## src/rtl/axi_tmr_voter_reg.sv

```systemverilog
// Registered TMR majority voter with per-replica saturating error counters and
// TRIPLEX -> DUPLEX -> SIMPLEX degradation. Optional fault injection: TMR_VOTER_ERR_INJ_EN.
module axi_tmr_voter_reg #(
   parameter int WIDTH        = 8,
   parameter int CNT_W        = 4,
   parameter int FAULT_THRESH = 3
) (
   input  logic             aclk,
   input  logic             areset,
   input  logic             in_valid,
   input  logic [WIDTH-1:0] d0,
   input  logic [WIDTH-1:0] d1,
   input  logic [WIDTH-1:0] d2,
   input  logic             clr,
`ifdef TMR_VOTER_ERR_INJ_EN
   input  logic             inj_en,
   input  logic [1:0]       inj_sel,
   input  logic [WIDTH-1:0] inj_mask,
`endif
   output logic             out_valid,
   output logic [WIDTH-1:0] d_out,
   output logic             err_flag,
   output logic [2:0]       err_d,
   output logic             uncorr,
   output logic [1:0]       mode,
   output logic [2:0]       fail_mask,
   output logic [CNT_W-1:0] err_cnt0,
   output logic [CNT_W-1:0] err_cnt1,
   output logic [CNT_W-1:0] err_cnt2
);

   localparam logic [1:0]       MODE_TRIPLEX = 2'b00;
   localparam logic [1:0]       MODE_DUPLEX  = 2'b01;
   localparam logic [1:0]       MODE_SIMPLEX = 2'b10;
   localparam logic [CNT_W-1:0] CNT_MAX      = '1;

   function automatic logic [CNT_W-1:0] sat_inc(input logic [CNT_W-1:0] c);
      return (c == CNT_MAX) ? c : c + CNT_W'(1);
   endfunction

   function automatic logic [1:0] mode_of(input logic [2:0] m);
      case (m)
         3'b000:                 return MODE_TRIPLEX;
         3'b001, 3'b010, 3'b100: return MODE_DUPLEX;
         default:                return MODE_SIMPLEX;
      endcase
   endfunction

   logic [2:0][WIDTH-1:0] w_rep_p0;
   logic [WIDTH-1:0]      w_maj_p0;
   logic [WIDTH-1:0]      w_vote_p0;
   logic [WIDTH-1:0]      w_dup_a_p0;
   logic [WIDTH-1:0]      w_dup_b_p0;
   logic [WIDTH-1:0]      w_solo_p0;
   logic [2:0]            w_err_d_p0;
   logic                  w_uncorr_p0;
   logic [2:0][CNT_W-1:0] w_cnt_nxt_p0;
   logic [2:0]            w_cross_p0;
   logic [2:0]            w_mask_nxt_p0;

   logic                  r_out_valid_p1;
   logic [WIDTH-1:0]      r_d_out_p1;
   logic                  r_err_flag_p1;
   logic [2:0]            r_err_d_p1;
   logic                  r_uncorr_p1;
   logic [1:0]            r_mode;
   logic [2:0]            r_fail_mask;
   logic [2:0][CNT_W-1:0] r_cnt;

`ifdef TMR_VOTER_ERR_INJ_EN
   always_comb begin
      w_rep_p0 = {d2, d1, d0};
      if (inj_en) begin
         case (inj_sel)
            2'd0:    w_rep_p0[0] = d0 ^ inj_mask;
            2'd1:    w_rep_p0[1] = d1 ^ inj_mask;
            2'd2:    w_rep_p0[2] = d2 ^ inj_mask;
            default: w_rep_p0    = {d2, d1, d0};
         endcase
      end
   end
`else
   assign w_rep_p0 = {d2, d1, d0};
`endif

   // Stage p0: survivor selection and vote under the current mode
   always_comb begin
      w_maj_p0 = (w_rep_p0[0] & w_rep_p0[1]) | (w_rep_p0[1] & w_rep_p0[2]) |
                 (w_rep_p0[0] & w_rep_p0[2]);
      w_dup_a_p0 = w_rep_p0[0];
      w_dup_b_p0 = w_rep_p0[1];
      if (r_fail_mask[0]) begin
         w_dup_a_p0 = w_rep_p0[1];
         w_dup_b_p0 = w_rep_p0[2];
      end else if (r_fail_mask[1]) begin
         w_dup_b_p0 = w_rep_p0[2];
      end
      if (!r_fail_mask[0])      w_solo_p0 = w_rep_p0[0];
      else if (!r_fail_mask[1]) w_solo_p0 = w_rep_p0[1];
      else                      w_solo_p0 = w_rep_p0[2];

      w_vote_p0   = w_maj_p0;
      w_err_d_p0  = '0;
      w_uncorr_p0 = 1'b0;
      case (r_mode)
         MODE_TRIPLEX: begin
            for (int r = 0; r < 3; r++) w_err_d_p0[r] = (w_rep_p0[r] != w_maj_p0);
         end
         MODE_DUPLEX: begin
            w_vote_p0   = w_dup_a_p0;
            w_uncorr_p0 = (w_dup_a_p0 != w_dup_b_p0);
         end
         default: w_vote_p0 = w_solo_p0;
      endcase
   end

   // Stage p0: counter increment and threshold crossing
   always_comb begin
      w_cnt_nxt_p0 = r_cnt;
      w_cross_p0   = '0;
      for (int r = 0; r < 3; r++) begin
         if (w_err_d_p0[r] && !r_fail_mask[r]) w_cnt_nxt_p0[r] = sat_inc(r_cnt[r]);
         w_cross_p0[r] = (FAULT_THRESH != 0) && w_err_d_p0[r] &&
                         (int'(w_cnt_nxt_p0[r]) >= FAULT_THRESH);
      end
      w_mask_nxt_p0 = r_fail_mask | w_cross_p0;
      // All three crossing at once would leave no survivor; replica 0 is kept.
      if (w_mask_nxt_p0 == 3'b111) w_mask_nxt_p0 = 3'b110;
   end

   // Stage p1: registered outputs and voter state
   always_ff @(posedge aclk) begin
      if (areset) begin
         r_out_valid_p1 <= 1'b0;
         r_d_out_p1     <= '0;
         r_err_flag_p1  <= 1'b0;
         r_err_d_p1     <= '0;
         r_uncorr_p1    <= 1'b0;
         r_mode         <= MODE_TRIPLEX;
         r_fail_mask    <= '0;
         r_cnt          <= '0;
      end else begin
         r_out_valid_p1 <= in_valid;
         r_err_flag_p1  <= in_valid & (|w_err_d_p0);
         r_err_d_p1     <= in_valid ? w_err_d_p0 : 3'b000;
         r_uncorr_p1    <= in_valid & w_uncorr_p0;
         if (in_valid) r_d_out_p1 <= w_vote_p0;
         if (clr) begin
            r_cnt       <= '0;
            r_fail_mask <= '0;
            r_mode      <= MODE_TRIPLEX;
         end else if (in_valid) begin
            r_cnt       <= w_cnt_nxt_p0;
            r_fail_mask <= w_mask_nxt_p0;
            r_mode      <= mode_of(w_mask_nxt_p0);
         end
      end
   end

   assign out_valid = r_out_valid_p1;
   assign d_out     = r_d_out_p1;
   assign err_flag  = r_err_flag_p1;
   assign err_d     = r_err_d_p1;
   assign uncorr    = r_uncorr_p1;
   assign mode      = r_mode;
   assign fail_mask = r_fail_mask;
   assign err_cnt0  = r_cnt[0];
   assign err_cnt1  = r_cnt[1];
   assign err_cnt2  = r_cnt[2];

endmodule

```

## config.mk

```make
export PLATFORM = sky130hd
export DESIGN_NAME = axi_tmr_voter_reg
export DESIGN_NICKNAME = d
export VERILOG_FILES = /design/src/rtl/axi_tmr_voter_reg.sv
export SDC_FILE = /design/constraint.sdc
export NUM_CORES = 1
export LEC_CHECK = 0
export CORE_UTILIZATION = 51
export CTS_CLUSTER_SIZE = 16
export DETAILED_ROUTE_END_ITERATION = 10
export GPL_ROUTABILITY_DRIVEN = 0
export PLACE_DENSITY = 0.82
export SLEW_MARGIN = 15
export SYNTH_ARGS = -nofsm -noshare
export SYNTH_HDL_FRONTEND = slang
export SYNTH_SLANG_ARGS = --single-unit
```

## constraint.sdc

```tcl
create_clock -name aclk -period 5.1 [get_ports aclk]
set_input_delay 1.53 -clock aclk [delete_from_list [all_inputs] [get_ports aclk]]
set_output_delay 1.53 -clock aclk [all_outputs]
set_load 0.02 [all_outputs]
```

After elaboration in Yosys (flattened, before gate mapping):

Index checks and enable logic that the tools add are counted.

* flip-flop bits (word level): 31
* bits in latches: 0
* bits in writable memories: 0
* bits in read-only memories: 0
* bits of input ports: 28
* output and inout port bits: 31
* logic and storage cells: 67
* memories kept: 0

* $add $sub $neg: 3
* multiply operators: 0
* div/mod/pow operators: 0
* $lt $le $gt $ge: 3
* equality and inequality tests: 12
* shift operators: 0
* muxes and demuxes: 15
* bitwise logic cells: 9
* reductions and logical operators: 15

Operators with widths (number)
* $mux W8: 4
* $ne A8 B8 Y1: 4
* $and A8 B8 Y8: 3
* $mux W4: 6
* $or A8 B8 Y8: 2
* $pmux W8 S2: 1
* $add A4 B1 Y4 const B: 3
* $eq A4 B4 Y1 const B: 3
* $ge A4 B2 Y1 const B: 3
* $eq A3 B3 Y1 const B: 2
* $logic_and A1 B1 Y1: 6
* $mux W3: 2
* $reduce_or A3 Y1: 2
* $pmux W2 S2: 1
* $reduce_or A2 Y1: 2
* $eq A3 B1 Y1 const B: 1
* $eq A3 B2 Y1 const B: 1
* $logic_not A1 Y1: 3
* $logic_not A3 Y1: 1
* $or A3 B3 Y3: 1
* $and A1 B1 Y1: 2
* $eq A2 B1 Y1 const B: 1
* $logic_not A2 Y1: 1
* $mux W1: 1
* $not A1 Y1: 1

Longest topological paths before layout:

Gate-level depths: netlist of the first run.

* depth in word-level cells: 15
* mapped depth: 9
* depth with buffers taken out: 8

Least setup slack after synthesis of the first run:

No wires, ideal clock.

* path type: input port to flip-flop
* start: in d0[5]
* end: reg r_mode[1], in the netlist mode[1]
* setup time: 0.134 ns
* data arrival time: 3.168 ns
* data required time: 4.966 ns
* path slack: 1.798 ns
* stages on the path: 7
* buffers on the path: 1
* cells stage by stage: buf_2 and3b_1 a2111o_1 or4_4 a31oi_4 maj3_1 a21oi_1

* word-level cells in the longest chain between the ends: 15
* elaborated cells on any way between the ends: 29
* those cells by class: 3 x order compare; 7 x eq/ne; 6 x mux; 5 x bitwise; 8 x reduce/logical

RTL lines
* start: declaration: line 11 `input logic [WIDTH-1:0] d0,`
* $and A8 B8 Y8: line 88 `w_maj_p0 = (w_rep_p0[0] & w_rep_p0[1]) | (w_rep_p0[1] & w_rep_p0[2]) |`
* $or A8 B8 Y8 (2 in a row): line 88
* $ne A8 B8 Y1: line 107 `for (int r = 0; r < 3; r++) w_err_d_p0[r] = (w_rep_p0[r] != w_maj_p0);`
* $mux W3 (*): line 105 `case (r_mode)`
* $logic_and A1 B1 Y1: line 122 `if (w_err_d_p0[r] && !r_fail_mask[r]) w_cnt_nxt_p0[r] = sat_inc(r_cnt[r]);`
* $mux W4: line 122
* $ge A4 B2 Y1: line 124 `(int'(w_cnt_nxt_p0[r]) >= FAULT_THRESH);`
* $logic_and A1 B1 Y1: line 123 `w_cross_p0[r] = (FAULT_THRESH != 0) && w_err_d_p0[r] &&`
* $or A3 B3 Y3 (*): line 126 `w_mask_nxt_p0 = r_fail_mask | w_cross_p0;`
* $eq A3 B3 Y1: line 128 `if (w_mask_nxt_p0 == 3'b111) w_mask_nxt_p0 = 3'b110;`
* $mux W3 (*): line 128
* $eq A3 B1 Y1 (tied with other cells): line 42 `case (m)`
* $reduce_or A3 Y1: line 42
* $pmux W2 S2 (*): line 42
* end signal: assignment: line 155 `r_mode <= mode_of(w_mask_nxt_p0);`
* end: declaration: line 66 `logic [1:0] r_mode;`

Mark *: on every way between the ends. The rest lies on a longest branch, timed or not.
A chain may end at the register's enable or synchronous reset.

Final worst setup path of the first run:

* start: in d1[0]
* end: reg r_mode[0], in the netlist mode[0]

* word-level cells in the longest chain between the ends: 15
* elaborated cells on any way between the ends: 29
* those cells by class: 3 x order compare; 7 x eq/ne; 6 x mux; 5 x bitwise; 8 x reduce/logical

RTL lines
* start: declaration: line 12 `input logic [WIDTH-1:0] d1,`
* $and A8 B8 Y8: line 88
* $or A8 B8 Y8 (2 in a row): line 88
* $ne A8 B8 Y1: line 107
* $mux W3 (*): line 105
* $logic_and A1 B1 Y1: line 122
* $mux W4: line 122
* $ge A4 B2 Y1: line 124
* $logic_and A1 B1 Y1: line 123
* $or A3 B3 Y3 (*): line 126
* $eq A3 B3 Y1: line 128
* $mux W3 (*): line 128
* $eq A3 B1 Y1 (tied with other cells): line 42
* $reduce_or A3 Y1: line 42
* $pmux W2 S2 (*): line 42

Marked as above.

==> results of run 1 <==
worst min-delay path, stage by stage (launching register included):
cell and delay [ns]:
sky130_fd_sc_hd__dfxtp_1 0.31, sky130_fd_sc_hd__nor2_1 0.08, sky130_fd_sc_hd__a211oi_1 0.05
stage by stage:
stage	util, %	setup WS [ns]
6_report	66.3	1.19
5_1_grt	66.3	1.06
4_1_cts	66.3	1.20
3_5_place_dp	64.4	0.897
3_3_place_gp	64.4	0.992
2_1_floorplan	-	1.80
layout make-up:
type	count	area, sq um
Timing Repair Buffer	59	588
Tap cell	67	83.8
Fill cell	432	1610
Inverter	5	18.8
Clock buffer	6	82.6
Sequential cell	31	621
Clock inverter	1	5.00
Multi-Input combinational cell	268	1770
registers in the layout (all words and copies together), names as in the netlist:
| register | count |
|---|---|
| d_out | 8 |
| err_d | 3 |
| err_cnt2 | 4 |
| uncorr | 1 |
| out_valid | 1 |
| err_cnt0 | 4 |
| mode | 2 |
| err_cnt1 | 4 |
| fail_mask | 3 |
| err_flag | 1 |
logic make-up (layout without fill, tap and decap cells):
| logic type | Yosys count | count (layout) | synth area share [%] |
|---|---|---|---|
| mux | 15 | 15 | 5.83 |
| xor+xnor | 14 | 14 | 4.76 |
| buf+inv | 40 | 71 | 7.05 |
| fa+ha+maj | 4 | 4 | 1.85 |
| simple gates | 153 | 153 | 33.7 |
| flops | 31 | 31 | 24.1 |
| compound gates | 82 | 82 | 22.7 |
path summary, 6_finish.rpt:
| kind | startpoint | to | slack (ns) | cells after the start |
|---|---|---|---|---|
| worst max-delay path | d1[0] | mode[0]$_SDFFE_PP0P_ | 1.19 | 8 |
| worst min-delay path | d_out[5]$_SDFFE_PP0P_ | d_out[5]$_SDFFE_PP0P_ | 0.48 | 2 |
| worst max register to register | mode[1]$_SDFFE_PP0P_ | err_cnt1[1]$_SDFFE_PP0P_ | 2.80 | 6 |
| worst min register to register | d_out[5]$_SDFFE_PP0P_ | d_out[5]$_SDFFE_PP0P_ | 0.48 | 2 |
cell usage after synthesis (2+ instances only):
master and instances:
sky130_fd_sc_hd__a2111oi_0 10, sky130_fd_sc_hd__a211oi_1 22, sky130_fd_sc_hd__a21oi_1 25, sky130_fd_sc_hd__and2_1 2, sky130_fd_sc_hd__and3_1 2, sky130_fd_sc_hd__and3b_1 8
sky130_fd_sc_hd__buf_1 2, sky130_fd_sc_hd__buf_2 19, sky130_fd_sc_hd__clkbuf_1 13, sky130_fd_sc_hd__dfxtp_1 31, sky130_fd_sc_hd__ha_1 3, sky130_fd_sc_hd__inv_1 3
sky130_fd_sc_hd__mux2i_1 15, sky130_fd_sc_hd__nand2_1 14, sky130_fd_sc_hd__nand2b_1 12, sky130_fd_sc_hd__nand3_1 5, sky130_fd_sc_hd__nand3b_1 6, sky130_fd_sc_hd__nand4_1 6
sky130_fd_sc_hd__nand4b_1 2, sky130_fd_sc_hd__nor2_1 52, sky130_fd_sc_hd__nor2b_1 5, sky130_fd_sc_hd__nor3_1 4, sky130_fd_sc_hd__nor3b_1 12, sky130_fd_sc_hd__nor4_1 8
sky130_fd_sc_hd__o21ai_0 4, sky130_fd_sc_hd__o21bai_1 8, sky130_fd_sc_hd__o22ai_1 4, sky130_fd_sc_hd__or3b_1 2, sky130_fd_sc_hd__or3b_2 3, sky130_fd_sc_hd__xnor2_1 11
sky130_fd_sc_hd__xor2_1 3
metal layers:
metal  part of all wire, %  up-vias
li1                      -     1306
met1                    45     1130
met2                    47       75
met3                   6.7       12
met4                   1.5        0
met5                     0        -
where the power goes:
part / leakage (nW) / total, W / switching, W / internal, W
Sequential: 0.254 / 0.000267 / 0.0000132 / 0.000254
Combinational: 0.800 / 0.000196 / 0.000103 / 0.0000929
Clock: 0.0470 / 0.000191 / 0.0000859 / 0.000106
Total: 1.10 / 0.000655 / 0.000202 / 0.000453
==> tab_implementation.tex, run 1 <==
\begin{tabular}{lr}
\hline
Metric & Value \\
\hline
\multicolumn{2}{l}{\textbf{Timing}} \\
Transition time of the tightest slew-check pin & roughly 0.85 ns \\
Max Fclk & approximately 260 MHz \\
Number of hold violations in the final report & 0 \\
Final Critical Period & 3.91 ns \\
Number of pins with negative max-slew slack in the final report & 0 \\
Number of setup violations in the final report & 0 \\
Setup TNS after final layout & 0 ns \\
Clk\_skew & about 0.0022 ns \\
Hold\_ws & roughly 0.48 ns \\
Max\_slew headroom & between 40 and 50\% \\
RSZ-0062 raised after global routing & no \\
Final period util & around 77\% \\
\multicolumn{2}{l}{\textbf{Setup path}} \\
Data required time at the worst endpoint & between 5 and 6 ns \\
Kind of cell with the highest combined delay on the critical path & compound AO/OA/AOI/OAI gates \\
Sort of element at the start of the critical path & input pin \\
Max FO, Critical Path & 10 \\
Kind of end point of the critical path & register \\
Bufs and invs on worst path & 1 \\
Delay of the slowest cell on the worst path & $\sim$0.66 ns \\
Arr. time, crit path & a little over 4 ns \\
Worst Setup Path Type & input pin to register \\
List of cells traversed by the critical path & clkdlybuf4s50\_1 -> and3b\_1 -> a2111oi\_0 -> nand4\_1 -> a31oi\_2 -> and2b\_1 -> a31oi\_1 -> nand3\_1 \\
Max stage delay cell, worst path & sky130\_fd\_sc\_hd\_\_clkdlybuf4s50\_1 \\
\multicolumn{2}{l}{\textbf{Global route}} \\
Most used routing layer in global routing & met2 \\
Antenna violations before repair & 0 \\
Vias in the first global route & 2,086 \\
Global route overflow & 0 \\
Overall Global Routing Usage & 24.4\% \\
Maximum number of pins on one net before global-route repair & 27 \\
M3 GR Usage & under 10\% \\
Global routing usage on met1 & between 30\% and 40\% \\
Global-route wire length before repair & roughly 10000 microns \\
Met2 demand-to-capacity share in global routing & 39.8\% \\
\multicolumn{2}{l}{\textbf{Yosys}} \\
Post-synth top flop & sky130\_fd\_sc\_hd\_\_dfxtp\_1 \\
Share of synthesized registers carrying an async set or reset & 0\% \\
Count of unique library cells instantiated by Yosys & 54 \\
Total of warnings raised by yosys & 0 \\
Register area share after synthesis & roughly 24\% \\
Leading post-synthesis cells by cell area & sky130\_fd\_sc\_hd\_\_dfxtp\_1 24\%, sky130\_fd\_sc\_hd\_\_nor2\_1 7.6\%, sky130\_fd\_sc\_hd\_\_a211oi\_1 6.4\% \\
Library cell with the largest summed area after synthesis & sky130\_fd\_sc\_hd\_\_dfxtp\_1 \\
Number of synthesized register bits & 31 \\
Number of synthesized flops with an enable pin & 0 \\
Per-instance average area after synthesis & about 7.6 sq um \\
Gate count after technology mapping & 339 \\
Area of the mapped netlist & 2570 sq um \\
Portion of synthesized cell area occupied by the leading cell type & between 20\% and 30\% \\
Synthesized net count & 370 \\
\multicolumn{2}{l}{\textbf{Die}} \\
I/O pin count & between 50 and 60 \\
Initial Utilization & 53.8\% \\
Height of the chip & $\sim$73 microns \\
Chip width & 73.1 microns \\
Row count & 25 \\
Die Footprint & $\sim$5300 sq um \\
Placeable core region & between 4000 and 5000 sq um \\
\multicolumn{2}{l}{\textbf{Drt}} \\
Violation count after the first detailed-routing iteration & approximately 150 \\
Residual DRC & 0 \\
Total via count after detailed routing & 2,523 \\
Wire length per cell after detailed routing & about 14 microns \\
Number of antenna-violating nets in the routed design & 0 \\
Total Wirelength & 6290 microns \\
Detailed-route vias per instance & approximately 5.8 \\
Number of iterations in the first detailed-routing pass & 4 \\
\multicolumn{2}{l}{\textbf{Place}} \\
Instance count after placement with tap cells included & 430 \\
Placed instance area & between 3000 and 4000 sq um \\
Quantity of I/O buffers inserted on ports & 58 \\
Post-detailed-placement half-perimeter wirelength & between 4000 and 5000 microns \\
\multicolumn{2}{l}{\textbf{Power}} \\
Areal power density over the cells & approximately 210 nW/um\^{}2 \\
Highest ir drop seen on vdd & $\sim$170 uV \\
Leak pwr & approximately 1.1 nW \\
Overall Power & roughly 0.00065 W \\
\multicolumn{2}{l}{\textbf{Clock tree}} \\
Post-CTS Setup Bufs & 0 \\
Clock transition at the register clock pins on the worst setup and hold paths after CTS & roughly 0.060 ns \\
Total of hold buffers inserted after clock tree synthesis & 0 \\
Clock Path Buffers & 2 \\
Clock Tree Root & sky130\_fd\_sc\_hd\_\_clkbuf\_8 \\
H-tree depth & 2 \\
Clock sink count & 31 \\
Clk\_lat worst skew & between 0.2 and 0.3 ns \\
CTS buffer count & 5 \\
Clock tree from TritonCTS & built \\
Post-cts resize count & 0 \\
\multicolumn{2}{l}{\textbf{Final layout}} \\
Finished Cell Area & 3170 sq um \\
Area growth from synthesis to layout & 23.2\% \\
Most frequent cells in the layout & 58 x sky130\_fd\_sc\_hd\_\_clkdlybuf4s50\_1, 52 x sky130\_fd\_sc\_hd\_\_nor2\_1, 31 x sky130\_fd\_sc\_hd\_\_dfxtp\_1 \\
Nets@finish & about 400 \\
Inserted Diodes & 0 \\
Finished Layout Cells & roughly 440 \\
Fraction of final layout cells sized beyond drive strength 1 & 4.86\% \\
Most common library cell in the layout ignoring fill and taps & sky130\_fd\_sc\_hd\_\_clkdlybuf4s50\_1 \\
\multicolumn{2}{l}{\textbf{Worst hold path}} \\
Hold crit path type & register to register \\
\multicolumn{2}{l}{\textbf{Run status}} \\
Result of the run & completed \\
\multicolumn{2}{l}{\textbf{Run}} \\
Count of maximum capacitance violations & 0 \\
\hline
\end{tabular}
Power figures use the tool's default switching activity.
==> inputs of run 2 (changes only) <==
clock period = 3.94 ns   (was 5.1 ns; I/O delays follow)
==> tab_implementation.tex, run 2 (synthesis gave the netlist of run 1 again) <==
\begin{tabular}{lr}
\hline
Metric & Value \\
\hline
\multicolumn{2}{l}{\textbf{Global route}} \\
Global-route wire length before repair & 10,700 microns (+6.8\%) \\
Vias in the first global route & 2,336 (+12\%) \\
Overall Global Routing Usage & 25.8\% (+1.5 points) \\
Antenna violations before repair & 0 (unchanged) \\
Global route overflow & 0 (unchanged) \\
Maximum number of pins on one net before global-route repair & 26 (-3.7\%) \\
\multicolumn{2}{l}{\textbf{Clock tree}} \\
Clock Path Buffers & 2 (unchanged) \\
Clock sink count & 31 (unchanged) \\
H-tree depth & 2 (unchanged) \\
Total of hold buffers inserted after clock tree synthesis & 0 (unchanged) \\
CTS buffer count & 5 (unchanged) \\
Clock tree from TritonCTS & built \\
Post-CTS Setup Bufs & 0 (unchanged) \\
Clk\_lat worst skew & 0.28 ns (about the same) \\
Clock transition at the register clock pins on the worst setup and hold paths after CTS & 0.06 ns (about the same) \\
Post-cts resize count & 0 (unchanged) \\
Clock Tree Root & sky130\_fd\_sc\_hd\_\_clkbuf\_8 \\
\multicolumn{2}{l}{\textbf{Drt}} \\
Routed metal-1 wire length & 2970 microns (+5.7\%) \\
Wire length per cell after detailed routing & 14.9 microns (+3.7\%) \\
Routed length on met3 & 344 microns (-19\%) \\
Met2 wire length & 3130 microns (+5.5\%) \\
Total Wirelength & 6580 microns (+4.6\%) \\
Total via count after detailed routing & 2,620 (+3.8\%) \\
Number of antenna-violating nets in the routed design & 0 (unchanged) \\
Violation count after the first detailed-routing iteration & 119 (-18\%) \\
Uppermost routed layer & met4 \\
Number of iterations in the first detailed-routing pass & 4 (unchanged) \\
Residual DRC & 0 (unchanged) \\
Detailed-route vias per instance & 5.94 (+2.9\%) \\
\multicolumn{2}{l}{\textbf{Setup path}} \\
Data required time at the worst endpoint & 4.11 ns (-1.17 ns) \\
Kind of end point of the critical path & register \\
Arr. time, crit path & 3.75 ns (-0.33 ns) \\
Register-to-Register Path Depth & 6 (unchanged) \\
Start of the worst register-to-register path & mode[1]\$\_SDFFE\_PP0P\_ \\
Worst reg2reg path endpoint & err\_cnt1[1]\$\_SDFFE\_PP0P\_ \\
Worst Setup Path Type & input pin to register \\
Flop-to-flop setup slack & 1.61 ns (-1.19 ns) \\
Max stage delay cell, worst path & sky130\_fd\_sc\_hd\_\_clkdlybuf4s50\_1 \\
Sort of element at the start of the critical path & input pin \\
List of cells traversed by the critical path & clkdlybuf4s50\_1 -> and3b\_1 -> a2111oi\_0 -> nand4\_1 -> a31oi\_2 -> and2b\_1 -> a31oi\_1 -> nand3\_1 \\
Delay of the slowest cell on the worst path & 0.67 ns (about the same) \\
Max FO, Critical Path & 10 (unchanged) \\
\multicolumn{2}{l}{\textbf{Power}} \\
Overall Power & 0.000876 W (+34\%) \\
Highest ir drop seen on vdd & 247 uV (+43\%) \\
Areal power density over the cells & 273 nW/um\^{}2 (+32\%) \\
Leak pwr & 1.12 nW (+1.8\%) \\
\multicolumn{2}{l}{\textbf{Die}} \\
Row count & 25 (unchanged) \\
I/O pin count & 59 (unchanged) \\
Chip width & 73.1 microns (unchanged) \\
Height of the chip & 73.1 microns (unchanged) \\
Die Footprint & 5340 sq um (unchanged) \\
Placeable core region & 4790 sq um (unchanged) \\
Initial Utilization & 53.8\% (unchanged) \\
\multicolumn{2}{l}{\textbf{Timing}} \\
Max\_slew headroom & 46.3\% (+2.8 points) \\
Number of hold violations in the final report & 0 (unchanged) \\
Final Critical Period & approximately 3.6 ns \\
Number of pins with negative max-slew slack in the final report & 0 (unchanged) \\
Final period util & roughly 91\% \\
Clk\_skew & 0.00471 ns (+0.00252 ns) \\
Hold\_ws & 0.486 ns (+0.00229 ns) \\
Number of setup violations in the final report & 0 (unchanged) \\
RSZ-0062 raised after global routing & no \\
Max Fclk & roughly 280 MHz \\
Setup TNS after final layout & 0 ns (unchanged) \\
Transition time of the tightest slew-check pin & 0.805 ns (-0.0415 ns) \\
\multicolumn{2}{l}{\textbf{Worst hold path}} \\
End point of the most critical hold path & d\_out[3]\$\_SDFFE\_PP0P\_ \\
Hold Path Cell Cnt & 2 (unchanged) \\
Startpoint of the worst hold path & d\_out[3]\$\_SDFFE\_PP0P\_ \\
Hold crit path type & register to register \\
\multicolumn{2}{l}{\textbf{Final layout}} \\
Inserted Diodes & 0 (unchanged) \\
Area growth from synthesis to layout & 24.5\% \\
Most common library cell in the layout ignoring fill and taps & sky130\_fd\_sc\_hd\_\_clkdlybuf4s50\_1 \\
Fraction of final layout cells sized beyond drive strength 1 & 5.61\% (+0.75 points) \\
Nets@finish & 404 (+0.75\%) \\
FILL cells & 415 (-3.9\%) \\
Number of flip-flops in the largest register & 8 (unchanged) \\
Most frequent cells in the layout & 58 x sky130\_fd\_sc\_hd\_\_clkdlybuf4s50\_1, 52 x sky130\_fd\_sc\_hd\_\_nor2\_1, 31 x sky130\_fd\_sc\_hd\_\_dfxtp\_1 \\
\multicolumn{2}{l}{\textbf{Run}} \\
Count of maximum capacitance violations & 0 (unchanged) \\
\multicolumn{2}{l}{\textbf{Place}} \\
Quantity of I/O buffers inserted on ports & 58 (unchanged) \\
Post-detailed-placement half-perimeter wirelength & 4760 microns (+4.2\%) \\
\multicolumn{2}{l}{\textbf{Run status}} \\
Result of the run & completed \\
\hline
\end{tabular}
run 2: cell types whose count changed in the layout (fill, tap and decap cells not counted), sizes merged:
cell / previous run / this run
clkbuf: 6 / 8
clkinv: 2 / 1
buf: 1 / 4
run 2: how the worst max path moves through the flow:
stage,start,to,cells past startpoint
5_1_grt,d1[0],mode[0]$_SDFFE_PP0P_,8
3_3_place_gp,d1[0],mode[0]$_SDFFE_PP0P_,8
4_1_cts,d1[0],mode[0]$_SDFFE_PP0P_,8
2_1_floorplan,d0[5],mode[1]$_SDFFE_PP0P_,7
6_report,d1[0],mode[0]$_SDFFE_PP0P_,8
3_5_place_dp,d1[0],mode[0]$_SDFFE_PP0P_,8
run 2: cell type report:
class	count	area, sq um	share of cell area [%]
Sequential cell	31	621	19.4
Inverter	5	18.8	0.585
Multi-Input combinational cell	268	1770	55.3
Timing Repair Buffer	62	611	19.0
Tap cell	67	83.8	2.61
Clock buffer	8	100	3.12
run 2: critical path: cells and delay by family:
family                 cells  cell delay (ns)
AOI/OAI and AO/OA          3             1.03
buffers and inverters      1             0.67
and+or+nand+nor            4             0.87
run 2: report_power, final:
group | switching, W | internal, W | total (W)
logic | 0.000137 | 0.000122 | 0.000259
registers | 0.0000160 | 0.000329 | 0.000345
clock network | 0.000112 | 0.000159 | 0.000271
total | 0.000266 | 0.000610 | 0.000876
run 2: stage by stage:
stage | instance area [sq um] | setup slack, ns | cells | utilization, %
6_report | 3210 | 0.353 | 441 | 67.0
5_1_grt | 3210 | 0.252 | 441 | 67.0
4_1_cts | 3210 | 0.437 | 441 | 67.0
3_5_place_dp | 3110 | 0.142 | 433 | 64.9
3_3_place_gp | 3110 | 0.251 | 433 | 64.9
2_1_floorplan | 2570 | 0.986 | 339 | -
run 2: layer usage:
metal / vias to the layer above / global-route usage [%]
li1: 1308 / -
met1: 1215 / 32.3
met2: 85 / 43.0
met3: 12 / 4.28
met4: 0 / 12.4
met5: - / 0
==> inputs of run 3 (changes only) <==
CTS_BUF_LIST = sky130_fd_sc_hd__clkbuf_2   (was unset)
HOLD_SLACK_MARGIN = 0.08   (was unset)
==> tab_implementation.tex, run 3 (synthesis gave the netlist of run 1 again) <==
\begin{tabular}{lr}
\hline
Metric & Value \\
\hline
\multicolumn{2}{l}{\textbf{Timing}} \\
RSZ-0062 raised after global routing & no \\
Max\_slew headroom & 46.1\% (-0.17 points) \\
Final Critical Period & 3.51 ns (-0.0784 ns) \\
Clk\_skew & 0.00402 ns (-0.000687 ns) \\
Number of pins with negative max-slew slack in the final report & 0 (unchanged) \\
Final period util & 89.1\% (-2.0 points) \\
Setup TNS after final layout & 0 ns (unchanged) \\
Number of hold violations in the final report & 0 (unchanged) \\
Number of setup violations in the final report & 0 (unchanged) \\
Transition time of the tightest slew-check pin & 0.807 ns (+0.00251 ns) \\
Max Fclk & 285 MHz (+2.2\%) \\
\multicolumn{2}{l}{\textbf{Global route}} \\
Vias in the first global route & 2,347 (+0.47\%) \\
Overall Global Routing Usage & 25.7\% (-0.15 points) \\
Global route overflow & 0 (unchanged) \\
Global-route wire length before repair & 10,600 microns (-0.13\%) \\
Antenna violations before repair & 0 (unchanged) \\
Maximum number of pins on one net before global-route repair & 26 (unchanged) \\
\multicolumn{2}{l}{\textbf{Final layout}} \\
Inserted Diodes & 0 (unchanged) \\
Number of flip-flops in the largest register & 8 (unchanged) \\
Most frequent cells in the layout & 58 x sky130\_fd\_sc\_hd\_\_clkdlybuf4s50\_1, 52 x sky130\_fd\_sc\_hd\_\_nor2\_1, 31 x sky130\_fd\_sc\_hd\_\_dfxtp\_1 \\
Most common library cell in the layout ignoring fill and taps & sky130\_fd\_sc\_hd\_\_clkdlybuf4s50\_1 \\
Finished Layout Cells & 441 (unchanged) \\
Area growth from synthesis to layout & 22.1\% \\
Nets@finish & 404 (unchanged) \\
Fraction of final layout cells sized beyond drive strength 1 & 5.35\% (-0.27 points) \\
\multicolumn{2}{l}{\textbf{Setup path}} \\
Sort of element at the start of the critical path & input pin \\
Arr. time, crit path & 3.78 ns (+0.03 ns) \\
Bufs and invs on worst path & 1 (unchanged) \\
Max stage delay cell, worst path & sky130\_fd\_sc\_hd\_\_clkdlybuf4s50\_1 \\
Worst Setup Path Type & input pin to register \\
Kind of cell with the highest combined delay on the critical path & compound AO/OA/AOI/OAI gates \\
Max FO, Critical Path & 10 (unchanged) \\
Kind of end point of the critical path & register \\
List of cells traversed by the critical path & clkdlybuf4s50\_1 -> and3b\_1 -> a2111oi\_0 -> nand4\_1 -> a31oi\_2 -> and2b\_1 -> a31oi\_1 -> nand3\_1 \\
Delay of the slowest cell on the worst path & 0.67 ns (about the same) \\
Data required time at the worst endpoint & 4.21 ns (+0.10 ns) \\
\multicolumn{2}{l}{\textbf{Power}} \\
Areal power density over the cells & 238 nW/um\^{}2 (-13\%) \\
Highest ir drop seen on vdd & 187 uV (-24\%) \\
Leak pwr & 1.10 nW (-2.1\%) \\
\multicolumn{2}{l}{\textbf{Die}} \\
Initial Utilization & 53.8\% (unchanged) \\
I/O pin count & 59 (unchanged) \\
Chip width & 73.1 microns (unchanged) \\
Height of the chip & 73.1 microns (unchanged) \\
Placeable core region & 4790 sq um (unchanged) \\
Row count & 25 (unchanged) \\
Die Footprint & 5340 sq um (unchanged) \\
\multicolumn{2}{l}{\textbf{Drt}} \\
Total Wirelength & 6580 microns (-0.11\%) \\
Total via count after detailed routing & 2,611 (-0.34\%) \\
Residual DRC & 0 (unchanged) \\
Wire length per cell after detailed routing & 14.9 microns (-0.11\%) \\
Detailed-route vias per instance & 5.92 (-0.34\%) \\
Number of antenna-violating nets in the routed design & 0 (unchanged) \\
Violation count after the first detailed-routing iteration & 147 (+24\%) \\
Number of iterations in the first detailed-routing pass & 4 (unchanged) \\
\multicolumn{2}{l}{\textbf{Clock tree}} \\
Post-CTS Setup Bufs & 0 (unchanged) \\
Clock transition at the register clock pins on the worst setup and hold paths after CTS & 0.14 ns (+0.08 ns) \\
Clock Tree Root & sky130\_fd\_sc\_hd\_\_clkbuf\_2 \\
Total of hold buffers inserted after clock tree synthesis & 0 (unchanged) \\
Post-cts resize count & 0 (unchanged) \\
H-tree depth & 2 (unchanged) \\
Clock sink count & 31 (unchanged) \\
Clock Path Buffers & 2 (unchanged) \\
CTS buffer count & 5 (unchanged) \\
Clock tree from TritonCTS & built \\
Clk\_lat worst skew & 0.36 ns (+0.08 ns) \\
\multicolumn{2}{l}{\textbf{Place}} \\
Post-detailed-placement half-perimeter wirelength & 4760 microns (unchanged) \\
Instance count after placement with tap cells included & 433 (unchanged) \\
Quantity of I/O buffers inserted on ports & 58 (unchanged) \\
\multicolumn{2}{l}{\textbf{Run}} \\
Count of maximum capacitance violations & 0 (unchanged) \\
\multicolumn{2}{l}{\textbf{Run status}} \\
Result of the run & completed \\
\multicolumn{2}{l}{\textbf{Worst hold path}} \\
Hold crit path type & register to register \\
\hline
\end{tabular}
[run 3: cell count changes in the layout (fill, tap and decap cells not counted), sizes merged]
| cell | previous run | this run |
|---|---|---|
| clkbuf | 8 | 6 |
| clkinv | 1 | 3 |
[run 3: layout make-up]
| cell class | count | area [sq um] |
|---|---|---|
| fillers | 423 | 1640 |
| clock inverters | 2 | 7.51 |
| clock buffers | 6 | 30.0 |
| well taps | 67 | 83.8 |
| repair buffers | 62 | 611 |
| inverters | 5 | 18.8 |
| flip-flops and latches | 31 | 621 |
| multi-input cells | 268 | 1770 |
[run 3: path summary, 6_finish.rpt]
| kind | start | to | slack (ns) | cells after the start |
|---|---|---|---|---|
| worst min register to register | d_out[3]$_SDFFE_PP0P_ | d_out[3]$_SDFFE_PP0P_ | 0.50 | 2 |
| worst max register to register | mode[1]$_SDFFE_PP0P_ | err_cnt1[1]$_SDFFE_PP0P_ | 1.54 | 6 |
| worst max-delay path | d1[0] | mode[0]$_SDFFE_PP0P_ | 0.43 | 8 |
| worst min-delay path | d_out[3]$_SDFFE_PP0P_ | d_out[3]$_SDFFE_PP0P_ | 0.50 | 2 |
[run 3: power by group]
| part | total, W | switching, W | internal, W | leakage (nW) |
|---|---|---|---|---|
| Clock | 0.000145 | 0.000103 | 0.0000426 | 0.0281 |
| Combinational | 0.000259 | 0.000137 | 0.000122 | 0.815 |
| Sequential | 0.000345 | 0.0000161 | 0.000329 | 0.254 |
[run 3: per-layer routing]
| metal | share of wire (%) | up-vias | global-route usage [%] |
|---|---|---|---|
| met5 | 0 | - | 0 |
| met4 | 1.7 | 0 | 10.2 |
| met3 | 5.6 | 13 | 4.28 |
| met2 | 47 | 80 | 43.6 |
| met1 | 46 | 1208 | 32.2 |
| li1 | - | 1310 | - |
[run 3: per-stage QoR]
stage,hold WS [ns],worst slack (ns),instance area [sq um],utilization [%],power [W]
after detailed placement,0.478,0.142,3110,64.9,0.000608
after floorplan,0.557,0.986,2570,-,0.000522
after CTS,0.497,0.533,3140,65.7,0.000755
final,0.496,0.431,3140,65.7,0.000750
after global routing,0.531,0.341,3140,65.7,0.000795
after global placement,0.474,0.251,3110,64.9,0.000603
[run 3: tightest hold or removal path, stage by stage (launching register included)]
cell and delay (ns):
sky130_fd_sc_hd__dfxtp_1 0.34, sky130_fd_sc_hd__nor2_1 0.08, sky130_fd_sc_hd__a211oi_1 0.05
